==> src/rtl/uart_rx_fifo1.sv <==
// uart_rx_fifo1: 8N1 UART receiver with a one-entry output holding register.
// The received byte sits in data/valid until the consumer pops it with ack.
// Sticky error flags (frame_err, overrun, parity_err) clear on a pop or reset.
// Optional even-parity checking is built in when UART_RX_PARITY_EN is defined;
// without it the parity state is absent and parity_err is tied low.
module uart_rx_fifo1 #(
    parameter int CLKS_PER_BIT = 16
) (
    input  logic       clk,
    input  logic       rst,
    input  logic       rx,
    output logic [7:0] data,
    output logic       valid,
    input  logic       ack,
    output logic       frame_err,
    output logic       overrun,
    output logic       parity_err,
    output logic       busy
);

    localparam int TW = $clog2(CLKS_PER_BIT);
    // START samples mid-bit; every later sample is a full bit period apart.
    localparam logic [TW-1:0] T_HALF = TW'(CLKS_PER_BIT / 2 - 1);
    localparam logic [TW-1:0] T_FULL = TW'(CLKS_PER_BIT - 1);

    typedef enum logic [2:0] {
        S_IDLE,
        S_START,
        S_DATA,
`ifdef UART_RX_PARITY_EN
        S_PARITY,
`endif
        S_STOP,
        S_BREAK
    } state_t;

    state_t        state_q, state_d;
    logic [TW-1:0] timer_q, timer_d;
    logic [2:0]    bit_q, bit_d;
    logic [7:0]    shift_q, shift_d;
    logic          done_q, done_d;
    logic          ferr_set;
    logic          pop;
`ifdef UART_RX_PARITY_EN
    logic          par_q, par_d;
`endif

    assign busy = (state_q != S_IDLE);
    assign pop  = valid & ack;

    // Receiver state, bit-timer, bit index and shift register.
    always_ff @(posedge clk or negedge rst) begin
        if (!rst) begin
            state_q <= S_IDLE;
            timer_q <= '0;
            bit_q   <= '0;
            shift_q <= '0;
            done_q  <= 1'b0;
`ifdef UART_RX_PARITY_EN
            par_q   <= 1'b0;
`endif
        end else begin
            state_q <= state_d;
            timer_q <= timer_d;
            bit_q   <= bit_d;
            shift_q <= shift_d;
            done_q  <= done_d;
`ifdef UART_RX_PARITY_EN
            par_q   <= par_d;
`endif
        end
    end

    // Next-state logic: sample points fall where the timer reaches its target.
    always_comb begin
        state_d  = state_q;
        timer_d  = timer_q + 1'b1;
        bit_d    = bit_q;
        shift_d  = shift_q;
        done_d   = 1'b0;
        ferr_set = 1'b0;
`ifdef UART_RX_PARITY_EN
        par_d    = par_q;
`endif
        case (state_q)
            S_IDLE: begin
                timer_d = '0;
                if (!rx) state_d = S_START;
            end
            S_START: begin
                if (timer_q == T_HALF) begin
                    timer_d = '0;
                    bit_d   = '0;
                    // A high line at mid start bit is treated as a glitch.
                    state_d = rx ? S_IDLE : S_DATA;
                end
            end
            S_DATA: begin
                if (timer_q == T_FULL) begin
                    timer_d = '0;
                    shift_d = {rx, shift_q[7:1]};
                    bit_d   = bit_q + 3'd1;
                    if (bit_q == 3'd7) begin
`ifdef UART_RX_PARITY_EN
                        state_d = S_PARITY;
`else
                        state_d = S_STOP;
`endif
                    end
                end
            end
`ifdef UART_RX_PARITY_EN
            S_PARITY: begin
                if (timer_q == T_FULL) begin
                    timer_d = '0;
                    par_d   = rx;
                    state_d = S_STOP;
                end
            end
`endif
            S_STOP: begin
                if (timer_q == T_FULL) begin
                    timer_d = '0;
                    if (rx) begin
                        done_d  = 1'b1;
                        state_d = S_IDLE;
                    end else begin
                        ferr_set = 1'b1;
                        state_d  = S_BREAK;
                    end
                end
            end
            S_BREAK: begin
                timer_d = '0;
                if (rx) state_d = S_IDLE;
            end
            default: begin
                timer_d = '0;
                state_d = S_IDLE;
            end
        endcase
    end

    // Holding register: completion loads the byte one edge after the stop sample.
    always_ff @(posedge clk or negedge rst) begin
        if (!rst) begin
            data  <= 8'h00;
            valid <= 1'b0;
        end else if (done_q) begin
            data  <= shift_q;
            valid <= 1'b1;
        end else if (pop) begin
            valid <= 1'b0;
        end
    end

    // Sticky flags: a set event wins over a pop on the same edge.
    always_ff @(posedge clk or negedge rst) begin
        if (!rst) begin
            frame_err <= 1'b0;
            overrun   <= 1'b0;
        end else begin
            if (ferr_set)   frame_err <= 1'b1;
            else if (pop)   frame_err <= 1'b0;
            // Completion with a simultaneous pop leaves overrun as it was.
            if (done_q && valid && !ack) overrun <= 1'b1;
            else if (pop && !done_q)     overrun <= 1'b0;
        end
    end

`ifdef UART_RX_PARITY_EN
    // Even parity over the delivered byte and its parity bit.
    always_ff @(posedge clk or negedge rst) begin
        if (!rst)                             parity_err <= 1'b0;
        else if (done_q && ^{shift_q, par_q}) parity_err <= 1'b1;
        else if (pop)                         parity_err <= 1'b0;
    end
`else
    assign parity_err = 1'b0;
`endif

endmodule

==> config.mk <==
export PLATFORM = sky130hd
export DESIGN_NAME = uart_rx_fifo1
export DESIGN_NICKNAME = d
export VERILOG_FILES = /design/src/rtl/uart_rx_fifo1.sv
export SDC_FILE = /design/constraint.sdc
export NUM_CORES = 1
export LEC_CHECK = 0
export ABC_AREA = 1
export CAP_MARGIN = 20
export CORE_MARGIN = 5
export CORE_UTILIZATION = 48
export DETAILED_ROUTE_END_ITERATION = 8
export PLACE_DENSITY_LB_ADDON = 0.08
export SLEW_MARGIN = 20
export SYNTH_ARGS = -nofsm -noshare
export SYNTH_HDL_FRONTEND = slang
export SYNTH_SLANG_ARGS = --single-unit
==> constraint.sdc <==
create_clock -name clk -period 1.5 [get_ports clk]
set_clock_uncertainty 0.2 [all_clocks]
set_input_delay 0.3 -clock clk [delete_from_list [all_inputs] [get_ports clk]]
set_output_delay 0.3 -clock clk [all_outputs]
set_load 0.05 [all_outputs]
After elaboration in Yosys (flattened, before gate mapping)
Cells that the tools add are included.
{"block": "op_classes", "n_mux": 26, "n_eq_ne": 13, "bitwise": 1, "reduce_logical": 15, "n_addsub": 2}
{"op": "$mux W3", "n": 9}
{"op": "$pmux W3 S5", "n": 1}
{"op": "$ne A2 B2 Y1 const B", "n": 6}
{"op": "$mux W1", "n": 11}
{"op": "$mux W4", "n": 2}
{"op": "$pmux W4 S2", "n": 1}
{"op": "$reduce_bool A2 Y1", "n": 4}
{"op": "$eq A3 B2 Y1 const B", "n": 2}
{"op": "$eq A3 B3 Y1 const B", "n": 2}
{"op": "$pmux W3 S2", "n": 1}
{"op": "$reduce_and A6 Y1", "n": 1}
{"op": "$add A4 B1 Y4 const B", "n": 1}
{"op": "$eq A4 B3 Y1 const B", "n": 1}
{"op": "$eq A4 B4 Y1 const B", "n": 1}
{"op": "$add A3 B1 Y3 const B", "n": 1}
{"op": "$eq A3 B1 Y1 const B", "n": 1}
{"op": "$logic_and A1 B1 Y1", "n": 3}
{"op": "$logic_not A3 Y1", "n": 1}
{"op": "$reduce_and A3 Y1", "n": 1}
{"op": "$reduce_bool A3 Y1", "n": 1}
{"op": "$logic_not A1 Y1", "n": 2}
{"op": "$mux W2", "n": 1}
{"op": "$reduce_and A2 Y1", "n": 1}
{"op": "$reduce_or A2 Y1", "n": 1}
{"op": "$and A1 B1 Y1", "n": 1}
{"block": "totals", "ff_bits": 30, "wordCells": 66}

Logic depth before layout (Yosys ltp)
{"block": "logic_depth", "word_depth": 4, "ltp_mapped": 9, "depth_no_buf": 9}

Worst setup path before layout
No wires, ideal clock.
{"block": "synth_timing", "path_type": "reg-to-reg", "startpoint": "register timer_q[0]", "endpoint": "register timer_q[0]", "setup_time_ns": 0.121, "stages_incl_launch_ff": 6, "n_path_buf": 1, "period_less_slack_ns": 1.444, "arrival_time_ns": 1.122, "setup_slack_ns": 0.056, "required_time_ns": 1.179, "path_cell_list": "dfrtp_1 > ha_1 > nand3_1 > buf_2 > a21oi_1 > nor2_1"}
{"block": "synth_via", "elab_chain_len": 3, "word_cells_on_any_way": 6, "cone_classes": "add/sub: 1; eq/ne: 2; mux: 3"}
{"item": "start: declaration", "line_no": "38", "text": "logic [TW-1:0] timer_q, timer_d;"}
{"item": "start signal: assignment", "line_no": "64", "text": "timer_q <= timer_d;"}
{"item": "$add A4 B1 Y4 (tied with other cells)", "line_no": "77", "text": "timer_d = timer_q + 1'b1;"}
{"item": "$mux W4, on equally long branches", "line_no": "99, 122, 91"}
{"item": "$pmux W4 S2 (*)", "line_no": "85", "text": "case (state_q)"}
{"item": "named net timer_d[0]", "line_no": "38"}
Mark *: on every way through the listed nets, which the timed path passes. The rest lies on a longest branch.
A chain may end at the register's enable or synchronous reset.

Worst setup path in the final report
{"block": "layout_timing", "startpoint": "register state_q[1]", "endpoint": "output port busy"}
{"block": "layout_via", "elab_chain_len": 1}
{"item": "start: declaration", "line_no": "37", "text": "state_t state_q, state_d;"}
{"item": "start signal: assignment", "line_no": "63", "text": "state_q <= state_d;"}
{"item": "$reduce_bool A3 Y1", "line_no": "48", "text": "assign busy = (state_q != S_IDLE);"}
{"item": "end: declaration", "line_no": "18", "text": "output logic busy"}
Every way passes these cells.

==> qor.yml <==
run_status:
  status: "finished, violations left"
  violations: "setup timing"
sta:
  slew_violations: 0
  fmax_ghz: 0.631
  final_hold_viol_count: 0
  fin_tns_setup_ns: -0.153
  period_minus_slack_ns: 1.58
  fin_ws_ns: -0.0849
  setup_violations: 6
  finalCritPeriodShare: 1.06
  rsz0062_at_grt: "yes"
global_routing:
  grt-ovfl-total: 0
  grt_max_degree: 31
  grt_pass1_vias: 1088
  antenna_found_initial: 0
  grt_pass1_wl_mm: 4.89
  grt_usage: 0.158
placement:
  place_inst: 207
  dp_slack_ns: -0.175
  dp_hpwl_mm: 1.85
  io_buffers: 15
  place_congestion: 0.809
detailed_routing:
  firstDrtPassIters: 4
  wl_mm: 2.75
  drtAntennaViolNets: 0
  vias_per_cell: 5.06
  wire_per_inst_um: 12.4
  drc: 0
  drt-initial-drc-count: 41
  vias: 1119
final_layout:
  multi_input_area_um2: 586
  register_area_um2: 754
  diodes: 0
  finalNonFillerCells: 221
  fin_nets: 196
  layout-drive-gt1-share: 0.300
  nFillCells: 219
  area_delta_synth_final_pct: 39.6
clock_network:
  cts_max_level: 2
  cts_buffers: 5
  postCtsHoldBufs: 0
  clock-sinks: 30
  cts_tree: "yes"
  cts_buffer_depth: 2
  cts_root_buf: "clkbuf_4"
  path_clk_slew_ns: 0.10
  clk_latency_ns: 0.34
power:
  irDropWorstVdd_mv: 0.715
  p_leak_nw: 0.927
  power_mw: 1.41
  power.density_nw_per_um2: 749
die:
  floorplan.initialDensity: 0.493
  io_pins: 17
  fp.dieW_um: 63.0
  core_um2: 2730
  chipHeight_um: 63.0
  dieArea_um2: 3970
  num_rows: 19
synth:
  muxShareOfSynthArea: 0
  syn_area_um2: 1350
  synthTopCellsByArea: "dfrtp_1, nand2_1, o21ai_0, ha_1, nand3_1"
  synthSimpleGateAreaFrac: 0.282
  synth-adder-area-share: 0.0279
  synth_xor_area_frac: 0.00650
  yosysWarnings: 0
  synth_compound_area_frac: 0.0622
  yosysSeqAreaShare: 0.557
  yosys_register_bits: 30
  synthCells: 156
  syn-num-nets: 163
  postSynthAreaPerCell_um2: 8.64
  yosys.area.top_type: "dfrtp_1"
  synth_top_family_by_area: "simple AND/OR/NAND/NOR gates"
  yosys.area.top_type_share: 0.557
  yosys.cell_types.count: 25
worst_setup_path:
  critPathRequiredTime_ns: 1.00
  crit_fanout: 2
  cp-start-kind: "flop"
  worst_path_max_delay_cell: "dfrtp_2"
  crit_chain: "nor2_4, nand2_2, buf_6"
  r2r_cells: 7
  crit_arrival_ns: 1.08
  rr_startpoint: "state_q[0]"
  reg2reg_slack_ns: -0.02
  cpPeakStageDelay_ns: 0.44
  timing.rr.end: "shift_q[3]"
  worstSetupEndpointType: "primary output"
  crit_type: "flop to primary output"
hold_path:
  hp-class: "input pin to asynchronous set/reset pin"
job:
  cap_violations: 0
## flip-flops by register name, indices dropped and copies added, names as in the netlist
name       flops
data           8
shift_q        8
timer_q        4
bit_q          3
state_q        3
done_q         1
frame_err      1
overrun        1
valid          1
## cell usage after synthesis (all sizes together)
| library cell | number |
|---|---|
| nor4 | 1 |
| a21oi | 4 |
| nor2 | 12 |
| o22ai | 1 |
| inv | 10 |
| nand3 | 8 |
| ha | 3 |
| buf | 6 |
| xor2 | 1 |
| nand2 | 64 |
| o21bai | 1 |
| nand3b | 1 |
| dfrtp | 30 |
| nand4 | 1 |
| nor3b | 1 |
| conb | 1 |
| o21ai | 10 |
| nor3 | 1 |
## cell usage in the layout (no fill, tap or decap), types with 2 or more instances in the layout
cell | netlist | routed
inv_1 | 8 | 7
a21oi_1 | 4 | 4
nor2_1 | 8 | 6
nor2_4 | 1 | 4
ha_4 | 0 | 2
buf_12 | 0 | 12
buf_4 | 1 | 16
clkdlybuf4s50_1 | 0 | 3
o21ai_0 | 10 | 10
nand2_1 | 63 | 62
clkbuf_4 | 0 | 5
nor2_2 | 3 | 2
nand3_1 | 7 | 6
dfrtp_1 | 30 | 27
dfrtp_2 | 0 | 3
inv_2 | 2 | 3
## cell families (layout without fill, tap and decap cells)
family          count (synthesis)  count (layout)
xor+xnor                        1               1
other cells                     1               1
flops                          30              30
fa+ha+maj                       3               3
buf+inv                        16              50
compound gates                 16              16
simple gates                   89              89
## where the power goes
part | switching (mW) | internal (mW)
Combinational | 0.0448 | 0.0315
Clock | 0.284 | 0.225
Sequential | 0.00746 | 0.816
## layer usage
layer | track usage | wire, um
met5 | 0 | 0
met4 | 0.0796 | 76
met3 | 0.0755 | 180
met2 | 0.238 | 1290
met1 | 0.184 | 1200
## critical path: cells and delay by family (launching register included)
family                 cells  cell delay [ns]
AND/OR/NAND/NOR            2             0.17
flip-flops                 1             0.44
buffers and inverters      1             0.15
## how the worst max path moves through the flow
stage	from	to	slack, ns	cells past startpoint
finish	state_q[1]	busy	-0.08	3
global route	state_q[1]	busy	-0.13	3
CTS	state_q[0]	busy	-0.12	3
detailed placement	rx	state_q[0]	-0.18	8
global placement	rx	state_q[0]	-0.10	8
floorplan	timer_q[0]	timer_q[0]	0.06	5
## area by class of cell
cell class / count / share of cell area
inverters: 10 / 0.0199
clock inverters: 2 / 0.00665
clock buffers: 6 / 0.0273
well taps: 31 / 0.0206
multi-input cells: 110 / 0.311
repair buffers: 32 / 0.213
flip-flops and latches: 30 / 0.401
## metrics by stage
stage / util / hold slack (ns) / area, um^2
3_5_place_dp: 0.620 / 0.266 / 1690
6_report: 0.688 / 0.114 / 1880
3_3_place_gp: 0.620 / 0.261 / 1690
4_1_cts: 0.667 / 0.111 / 1820
2_1_floorplan: - / -0.196 / 1350
5_1_grt: 0.688 / 0.120 / 1880
## repair_timing
item / 4_1_cts / 5_1_grt
setup buffers: 4 / 2
resized for setup: 12 / 8
hold endpoints to repair: 0 / 0
pin swaps: 1 / 4
setup endpoints to repair: 15 / 18
(Power assumes the default switching activity.)
